==> src/rtl/mem_ctrl_pkg.sv <==
// Shared encodings for the memory access sequencer: size codes and FSM states.
// ERR state is only present when MEM_ALIGN_CHECK_EN is defined.
package mem_ctrl_pkg;

    localparam logic [1:0] SIZE_BYTE = 2'b00;
    localparam logic [1:0] SIZE_HALF = 2'b01;
    localparam logic [1:0] SIZE_WORD = 2'b10;

`ifdef MEM_ALIGN_CHECK_EN
    typedef enum logic [2:0] {
        ST_IDLE, ST_RD_WAIT, ST_LATCH, ST_WR, ST_DONE, ST_ERR
    } state_t;
`else
    typedef enum logic [2:0] {
        ST_IDLE, ST_RD_WAIT, ST_LATCH, ST_WR, ST_DONE
    } state_t;
`endif

endpackage

==> src/rtl/lane_align.sv <==
// lane_align: zero-extending lane extract and sub-word merge into a full word.
// Latency: combinational, 0 cycles.
// Backpressure: none, pure function of its inputs.
module lane_align
    import mem_ctrl_pkg::*;
(
    input  logic [31:0] ext_word,
    input  logic [31:0] old_word,
    input  logic [31:0] new_data,
    input  logic [1:0]  size,
    input  logic [1:0]  offset,
    output logic [31:0] extract,
    output logic [31:0] merged
);

    logic [4:0]  shamt;
    logic [31:0] lane_mask;
    logic [31:0] shifted;

    always_comb begin
        shamt = {offset, 3'b000};
        case (size)
            SIZE_BYTE: lane_mask = 32'h0000_00FF;
            SIZE_HALF: lane_mask = 32'h0000_FFFF;
            default:   lane_mask = 32'hFFFF_FFFF;
        endcase
        shifted = ext_word >> shamt;
        extract = shifted & lane_mask;
        merged  = (old_word & ~(lane_mask << shamt)) | ((new_data & lane_mask) << shamt);
    end

endmodule

==> src/rtl/mem_access_ctrl.sv <==
// mem_access_ctrl: byte/half/word load-store sequencer, RMW for sub-word stores; MEM_ALIGN_CHECK_EN adds alignment trap.
// Latency: load MEM_LAT+2, word store 2, sub-word store MEM_LAT+3 cycles from accepted start.
// Backpressure: start honoured only in IDLE (busy low); requests arriving otherwise are dropped.
module mem_access_ctrl
    import mem_ctrl_pkg::*;
#(
    parameter int MEM_LAT = 2
) (
    input  logic        clk,
    input  logic        reset,
    input  logic        start,
    input  logic        is_store,
    input  logic [1:0]  size,
    input  logic [31:0] addr,
    input  logic [31:0] store_data,
    input  logic [31:0] mem_rdata,
    output logic [31:0] mem_addr,
    output logic        mem_wr,
    output logic [31:0] mem_wdata,
    output logic [31:0] load_data,
    output logic        busy,
`ifdef MEM_ALIGN_CHECK_EN
    output logic        align_exc,
`endif
    output logic        done
);

    localparam int             CW       = (MEM_LAT > 1) ? $clog2(MEM_LAT) : 1;
    localparam logic [CW-1:0]  CNT_LAST = CW'(MEM_LAT - 1);

    state_t        state, state_nxt;
    logic [CW-1:0] cnt;
    logic          req_store;
    logic [1:0]    req_size;
    logic [1:0]    req_off;
    logic [31:0]   req_data;
    logic [31:0]   mdr;
    logic [31:0]   ext_val;
    logic [1:0]    size_n;
    logic [1:0]    off_n;
`ifdef MEM_ALIGN_CHECK_EN
    logic          misalign;
`endif

    // Size 11 behaves as word; unused low offset bits are masked off.
    always_comb begin
        size_n = (size == 2'b11) ? SIZE_WORD : size;
        case (size_n)
            SIZE_BYTE: off_n = addr[1:0];
            SIZE_HALF: off_n = {addr[1], 1'b0};
            default:   off_n = 2'b00;
        endcase
`ifdef MEM_ALIGN_CHECK_EN
        misalign = ((size_n == SIZE_HALF) && addr[0]) ||
                   ((size_n == SIZE_WORD) && (addr[1:0] != 2'b00));
`endif
    end

    always_ff @(posedge clk) begin
        if (reset) state <= ST_IDLE;
        else       state <= state_nxt;
    end

    always_comb begin
        state_nxt = state;
        busy      = 1'b1;
        done      = 1'b0;
        mem_wr    = 1'b0;
`ifdef MEM_ALIGN_CHECK_EN
        align_exc = 1'b0;
`endif
        case (state)
            ST_IDLE: begin
                busy = 1'b0;
                if (start) begin
                    if (is_store && (size_n == SIZE_WORD)) state_nxt = ST_WR;
                    else                                   state_nxt = ST_RD_WAIT;
`ifdef MEM_ALIGN_CHECK_EN
                    if (misalign) state_nxt = ST_ERR;
`endif
                end
            end
            ST_RD_WAIT: if (cnt == CNT_LAST) state_nxt = ST_LATCH;
            ST_LATCH:   state_nxt = req_store ? ST_WR : ST_DONE;
            ST_WR: begin
                mem_wr    = 1'b1;
                state_nxt = ST_DONE;
            end
            ST_DONE: begin
                done      = 1'b1;
                state_nxt = ST_IDLE;
            end
`ifdef MEM_ALIGN_CHECK_EN
            ST_ERR: begin
                align_exc = 1'b1;
                state_nxt = ST_IDLE;
            end
`endif
            default: state_nxt = ST_IDLE;
        endcase
    end

    always_ff @(posedge clk) begin
        if (reset) begin
            cnt       <= '0;
            req_store <= 1'b0;
            req_size  <= SIZE_BYTE;
            req_off   <= 2'b00;
            req_data  <= 32'h0;
            mem_addr  <= 32'h0;
            mdr       <= 32'h0;
            load_data <= 32'h0;
        end else begin
            if ((state == ST_IDLE) && start) begin
                req_store <= is_store;
                req_size  <= size_n;
                req_off   <= off_n;
                req_data  <= store_data;
                mem_addr  <= {addr[31:2], 2'b00};
            end
            if (state == ST_RD_WAIT) cnt <= (cnt == CNT_LAST) ? '0 : cnt + CW'(1);
            else                     cnt <= '0;
            // Read data is valid during LATCH; loads publish their lane on DONE entry.
            if (state == ST_LATCH) begin
                mdr <= mem_rdata;
                if (!req_store) load_data <= ext_val;
            end
        end
    end

    // Write word is decoded from registered request and MDR, so no input reaches it combinationally.
    lane_align u_lane_align (
        .ext_word (mem_rdata),
        .old_word (mdr),
        .new_data (req_data),
        .size     (req_size),
        .offset   (req_off),
        .extract  (ext_val),
        .merged   (mem_wdata)
    );

endmodule

==> config.mk <==
export PLATFORM = sky130hd
export DESIGN_NAME = mem_access_ctrl
export DESIGN_NICKNAME = d
export VERILOG_FILES = /design/src/rtl/mem_ctrl_pkg.sv /design/src/rtl/lane_align.sv /design/src/rtl/mem_access_ctrl.sv
export SDC_FILE = /design/constraint.sdc
export NUM_CORES = 1
export LEC_CHECK = 0
export CAP_MARGIN = 20
export CORE_MARGIN = 8
export CORE_UTILIZATION = 42
export CTS_BUF_LIST = sky130_fd_sc_hd__clkbuf_4
export CTS_CLUSTER_DIAMETER = 40
export CTS_CLUSTER_SIZE = 30
export DETAILED_ROUTE_END_ITERATION = 7
export PLACE_DENSITY = 0.71
export SYNTH_ARGS = -nofsm -noshare
export SYNTH_HDL_FRONTEND = slang
export SYNTH_HIERARCHICAL = 1
export SYNTH_SLANG_ARGS = --single-unit
export TNS_END_PERCENT = 100
==> constraint.sdc <==
create_clock -name clk -period 4.6 [get_ports clk]
set_input_delay 0.46 -clock clk [delete_from_list [all_inputs] [get_ports clk]]
set_output_delay 0.46 -clock clk [all_outputs]
set_load 0.1 [all_outputs]
=== Yosys cells after proc, flatten, opt, wreduce, memory -nomap -nowiden ===
Index checks and enable logic that the tools add are counted.

* Flip-flop bits (word level): 135
* Output and inout bits: 99
* Logic and storage cells: 49

* Add/subtract/negate cells: 1
* Equality and inequality tests: 10
* Shift-type cells: 3
* Multiplexer cells: 11
* Bitwise operators: 7
* Reductions and logical operators: 8

{| class="wikitable"
|+ Operators with widths
! cell !! count
|-
| 32-bit bitwise AND || 3
|-
| 32-bit case mux with 2 select lines || 1
|-
| 32-bit by 5-bit << shifter with 32-bit output || 2
|-
| 32-bit inverter || 1
|-
| 32-bit bitwise OR || 1
|-
| 32-bit by 5-bit >> shifter with 32-bit output || 1
|-
| 3-bit case mux with 4 select lines || 1
|-
| 3-bit 2-to-1 mux || 3
|-
| 3-bit by 2-bit == test with 1-bit output (second input constant) || 2
|-
| 2-bit by 1-bit == test with 1-bit output (second input constant) || 2
|-
| 2-bit == test (second input constant) || 2
|-
| 2-bit logical NOT || 2
|-
| 2-bit 2-to-1 mux || 2
|-
| 2-bit != test (second input constant) || 2
|-
| 2-bit case mux with 2 select lines || 1
|-
| 2-bit AND reduction || 2
|-
| 3-bit by 1-bit == test with 1-bit output (second input constant) || 1
|-
| 3-bit == test (second input constant) || 1
|-
| 3-bit logical NOT || 1
|-
| 1-bit 2-to-1 mux || 3
|-
| 3-bit OR reduction || 1
|-
| 1-bit logical AND || 2
|-
| 1-bit inverter || 2
|-
| 1-bit adder (second input constant) || 1
|}

=== Depth between registers and ports, before layout ===
* Depth after elaboration: 7
* Gate-level depth with buffers: 7
* Depth with buffers taken out: 5

=== Modules after synthesis ===
The synthesis kept the hierarchy.

{| class="wikitable"
|+ Modules (own cells, without submodules)
! module !! times used !! cells an instance !! area each (um^2) !! seq. area each (um^2)
|-
| mem_access_ctrl || 1 || 600 || 4819.6 || 2702.6
|-
| lane_align || 1 || 183 || 1297.5 || 0.0
|}

=== Worst setup path before layout ===
OpenSTA, ideal clock, no wires.

* Path kind: register -> output
* From: register state[2]
* To: output port done
* Arrival: 2767 ps
* Required time: 4140 ps
* Slack: 1373 ps
* Cell stages (with the launch flop): 3
* Path buffers: 1
* Cells stage by stage: dfxtp_1 > buf_2 > nor3b_1

* Longest elaborated chain between the ends: 2

{| class="wikitable"
|+ Ends and longest elaborated chain
! item !! RTL line !! RTL
|-
| from (decl) || mem_access_ctrl.sv:31 || <nowiki>state_t state, state_nxt;</nowiki>
|-
| from (signal assigned) || mem_access_ctrl.sv:61 || <nowiki>else state <= state_nxt;</nowiki>
|-
| 3-bit == test || mem_access_ctrl.sv:72 || <nowiki>case (state)</nowiki>
|-
| 1-bit 2-to-1 mux || mem_access_ctrl.sv:72 ||
|-
| to (decl) || mem_access_ctrl.sv:25 || <nowiki>output logic done</nowiki>
|}

No other way between the ends.

=== Worst setup path in the final report ===
* From: register req_off[1]
* To: output port mem_wdata[9]

* Longest elaborated chain between the ends: 4
* Elaborated cells on any way between the ends: 5
* Those cells by class: 2 x shift; 3 x bitwise

{| class="wikitable"
|+ Ends and longest elaborated chain
! item !! RTL line !! RTL
|-
| from (decl) || mem_access_ctrl.sv:35 || <nowiki>logic [1:0] req_off;</nowiki>
|-
| from (signal assigned) || mem_access_ctrl.sv:117 || <nowiki>req_off <= off_n;</nowiki>
|-
| 32-bit by 5-bit << shifter with 32-bit output || lane_align.sv:29 || <nowiki>merged = (old_word & ~(lane_mask << shamt)) | ((new_data & lane_mask) << shamt);</nowiki>
|-
| 32-bit inverter || lane_align.sv:29 ||
|-
| 32-bit bitwise AND || lane_align.sv:29 ||
|-
| 32-bit bitwise OR (*) || lane_align.sv:29 ||
|-
| to (decl) || mem_access_ctrl.sv:19 || <nowiki>output logic [31:0] mem_wdata,</nowiki>
|}

Mark *: on every way between the ends. The rest lies on a longest branch, timed or not.

==> reports/metrics.yaml <==
internal_power_mw: 1.761
syn_inst: 783
n_antenna_cell: 0
antenna_found_initial: 0
h-tree-depth: 4
synth.top_cell.area_share: 0.4418
seqCellArea_um2: 2704
netlist-cell-type-count: 45
grt_pass1_vias: 5917
clk_latency_ns: 0.55
port-buffer-count: 198
pwr-share-clk: 0.273
crit_arrival_ns: 3.35
num_rows: 44
rsz0062_at_grt: "no"
layout.nets: 1045
hold_viol: 0
fin_tns_setup_ns: 0
switching_power_uw: 999.1
path_clk_slew_ns: 0.12
path_class: "reg -> out"
cts.sinks: 135
yosysMostFrequentCell: "nand2_1"
yosys.area.top_type: "dfxtp_1"
yosys_most_used_dff: "dfxtp_1"
critical_path_required_ns: 4.14
worst_setup_path_end_kind: "primary output"
globalplace.congestion: 0.8628
grt_usage: 0.2210
initial_core_util: 0.4257
n_fill_cell: 1393
cts_resized: 0
yosys_warnings: 6
ff2ff_setup_slack_ns: 2.34
max_stage_delay_ns: 1.17
crit_family: "buffers and inverters"
synth_seq_cells: 135
grt-ovfl-total: 0
grt_max_degree: 99
start_kind: "flop"
dieArea_um2: 18680
setup_viol: 0
wl_per_cell_um: 18.13
yosys-top-cells-area: "dfxtp_1, nand2_1, a21oi_1, mux2_2, mux2i_1"
coreArea_um2: 14370
hpwl_mm: 15.11
slew_headroom: 0.2730
drt-pass1-iter-count: 5
area_growth_syn_to_layout_pct: 35.43
p_per_area_nw_per_um2: 333.2
cp_num_buf_inv: 3
synth_edf_count: 0
place_area_um2: 8019
io_pins: 201
syn_area_um2: 6117
period_share: 0.8293
postCtsSetupBuffers: 0
cp_cell_sequence: "buf_4 -> inv_2 -> o21ai_2 -> o2bb2ai_1 -> clkdlybuf4s50_1"
multi_input_area_um2: 3058
leakage_nw: 2.885
fp.dieH_um: 136.7
clockBufferDepth: 2
clockRootBuffer: "clkbuf_4"
combPwrFrac: 0.264
postRouteAntennaNets: 0
seqPwrFrac: 0.463
cp_slowest_cell: "clkdlybuf4s50_1"
fin_crit_ns: 3.815
vias: 6001
drc: 0
numCtsBuffers: 17
ys_seq_area_frac: 0.4418
die_w_um: 136.7
tritoncts: "done"
wl_mm: 20.67
ir_drop_v: 0.0002236
grt_pass1_wl_mm: 31.85
finish.instance_area_um2: 8284
p_sw_frac: 0.3619
drive_above_1_share: 0.08054
finClkSkew_ns: 0.01418
crit_fanout: 18
via_per_inst: 5.264
drt-initial-drc-count: 627
cts_hold_repair.buffers: 0
synth_area_per_cell_um2: 7.812
worst_pin_slew_ns: 1.091
maxCapViolCount: 0
min_path_type: "in -> reg"
slew_violations: 0
status: "complete, no violations"
timing.fmax_ghz: 0.2621
synthArstFlopShare: 0
synthTopCellsByCount: "nand2_1, a21oi_1, dfxtp_1, clkbuf_1, nor2_1"
cells in the final DEF (no fill, tap or decap), types with 3 or more instances in the layout:
cell and instances:
nand2_1 265, clkdlybuf4s50_1 189, a21oi_1 139, dfxtp_1 134, nor2_1 24, mux2i_1 17, clkbuf_4 17, buf_4 17
mux2_2 16, nor2b_1 13, a221o_1 13, a22o_1 13, and2_1 10, o21ai_1 9, a211oi_1 8, a22oi_1 8
clkinv_2 6, o21ai_0 5, nand3b_1 4, clkinvlp_4 3, a31oi_1 3, o2bb2ai_1 3, a2bb2oi_1 3
area by class of cell:
class / instances / share of cell area
Clock buffer: 17 / 0.01541
Clock inverter: 15 / 0.01661
Inverter: 2 / 0.0009062
Multi-Input combinational cell: 581 / 0.3691
Sequential cell: 135 / 0.3264
Tap cell: 184 / 0.02779
Timing Repair Buffer: 206 / 0.2438
cells by family after synthesis:
kind of cell / share of synthesized area
AOI/OAI and AO/OA: 0.2031
buffers and inverters: 0.05891
DFF: 0.4418
muxes: 0.05727
other: 0.0006130
and+or+nand+nor: 0.2383
metal layers:
layer	up-vias	share of wire	routed length [um]	global-route usage
li1	2963	-	-	-
met1	2758	0.41	8377	0.2634
met2	250	0.46	9517	0.3462
met3	30	0.11	2363	0.09361
met4	0	0.020	411	0.08481
met5	-	0	0	0
state kept, by name, indices dropped and copies added, names as in the netlist:
register and cells:
mdr 32, mem_addr 30, req_off 2, load_data 32, cnt 1, state 3
req_data 32, req_size 2, req_store 1
path summary, 6_finish.rpt:
kind                                   from             to  cells past startpoint
worst max-delay path             req_off[1]   mem_wdata[9]                      5
worst min register to register  mem_addr[8]    mem_addr[8]                      2
worst max register to register   req_off[1]  load_data[13]                      6
worst min-delay path               addr[28]   mem_addr[28]                      3
worst reg2reg max path, delay by kind of cell, from the launching register on:
| kind | cells | cell delay [ns] |
|---|---|---|
| AND/OR/NAND/NOR | 3 | 0.80 |
| flip-flops | 1 | 0.75 |
| buffers and inverters | 1 | 0.33 |
| AO/OA/AOI/OAI | 2 | 0.32 |
metrics by stage:
step	cells	power (mW)	utilization	setup WS (ns)	hold WS [ns]
finish	1140	2.761	0.5765	0.7852	0.4410
global route	1140	2.889	0.5765	0.5545	0.3803
CTS	1140	2.785	0.5765	0.7464	0.3928
detailed placement	1108	2.031	0.5581	1.385	0.4458
global placement	1108	2.028	0.5581	1.451	0.4405
floorplan	784	1.807	-	1.373	0.4307
power groups by stage:
stage	logic, mW	registers, mW	clock network, mW
final	0.728	1.28	0.755
after global routing	0.771	1.29	0.832
after CTS	0.730	1.28	0.778
after detailed placement	0.727	1.30	0
after global placement	0.726	1.30	0
after floorplan	0.369	1.44	0
No activity file was read; power rests on OpenSTA's default activity.
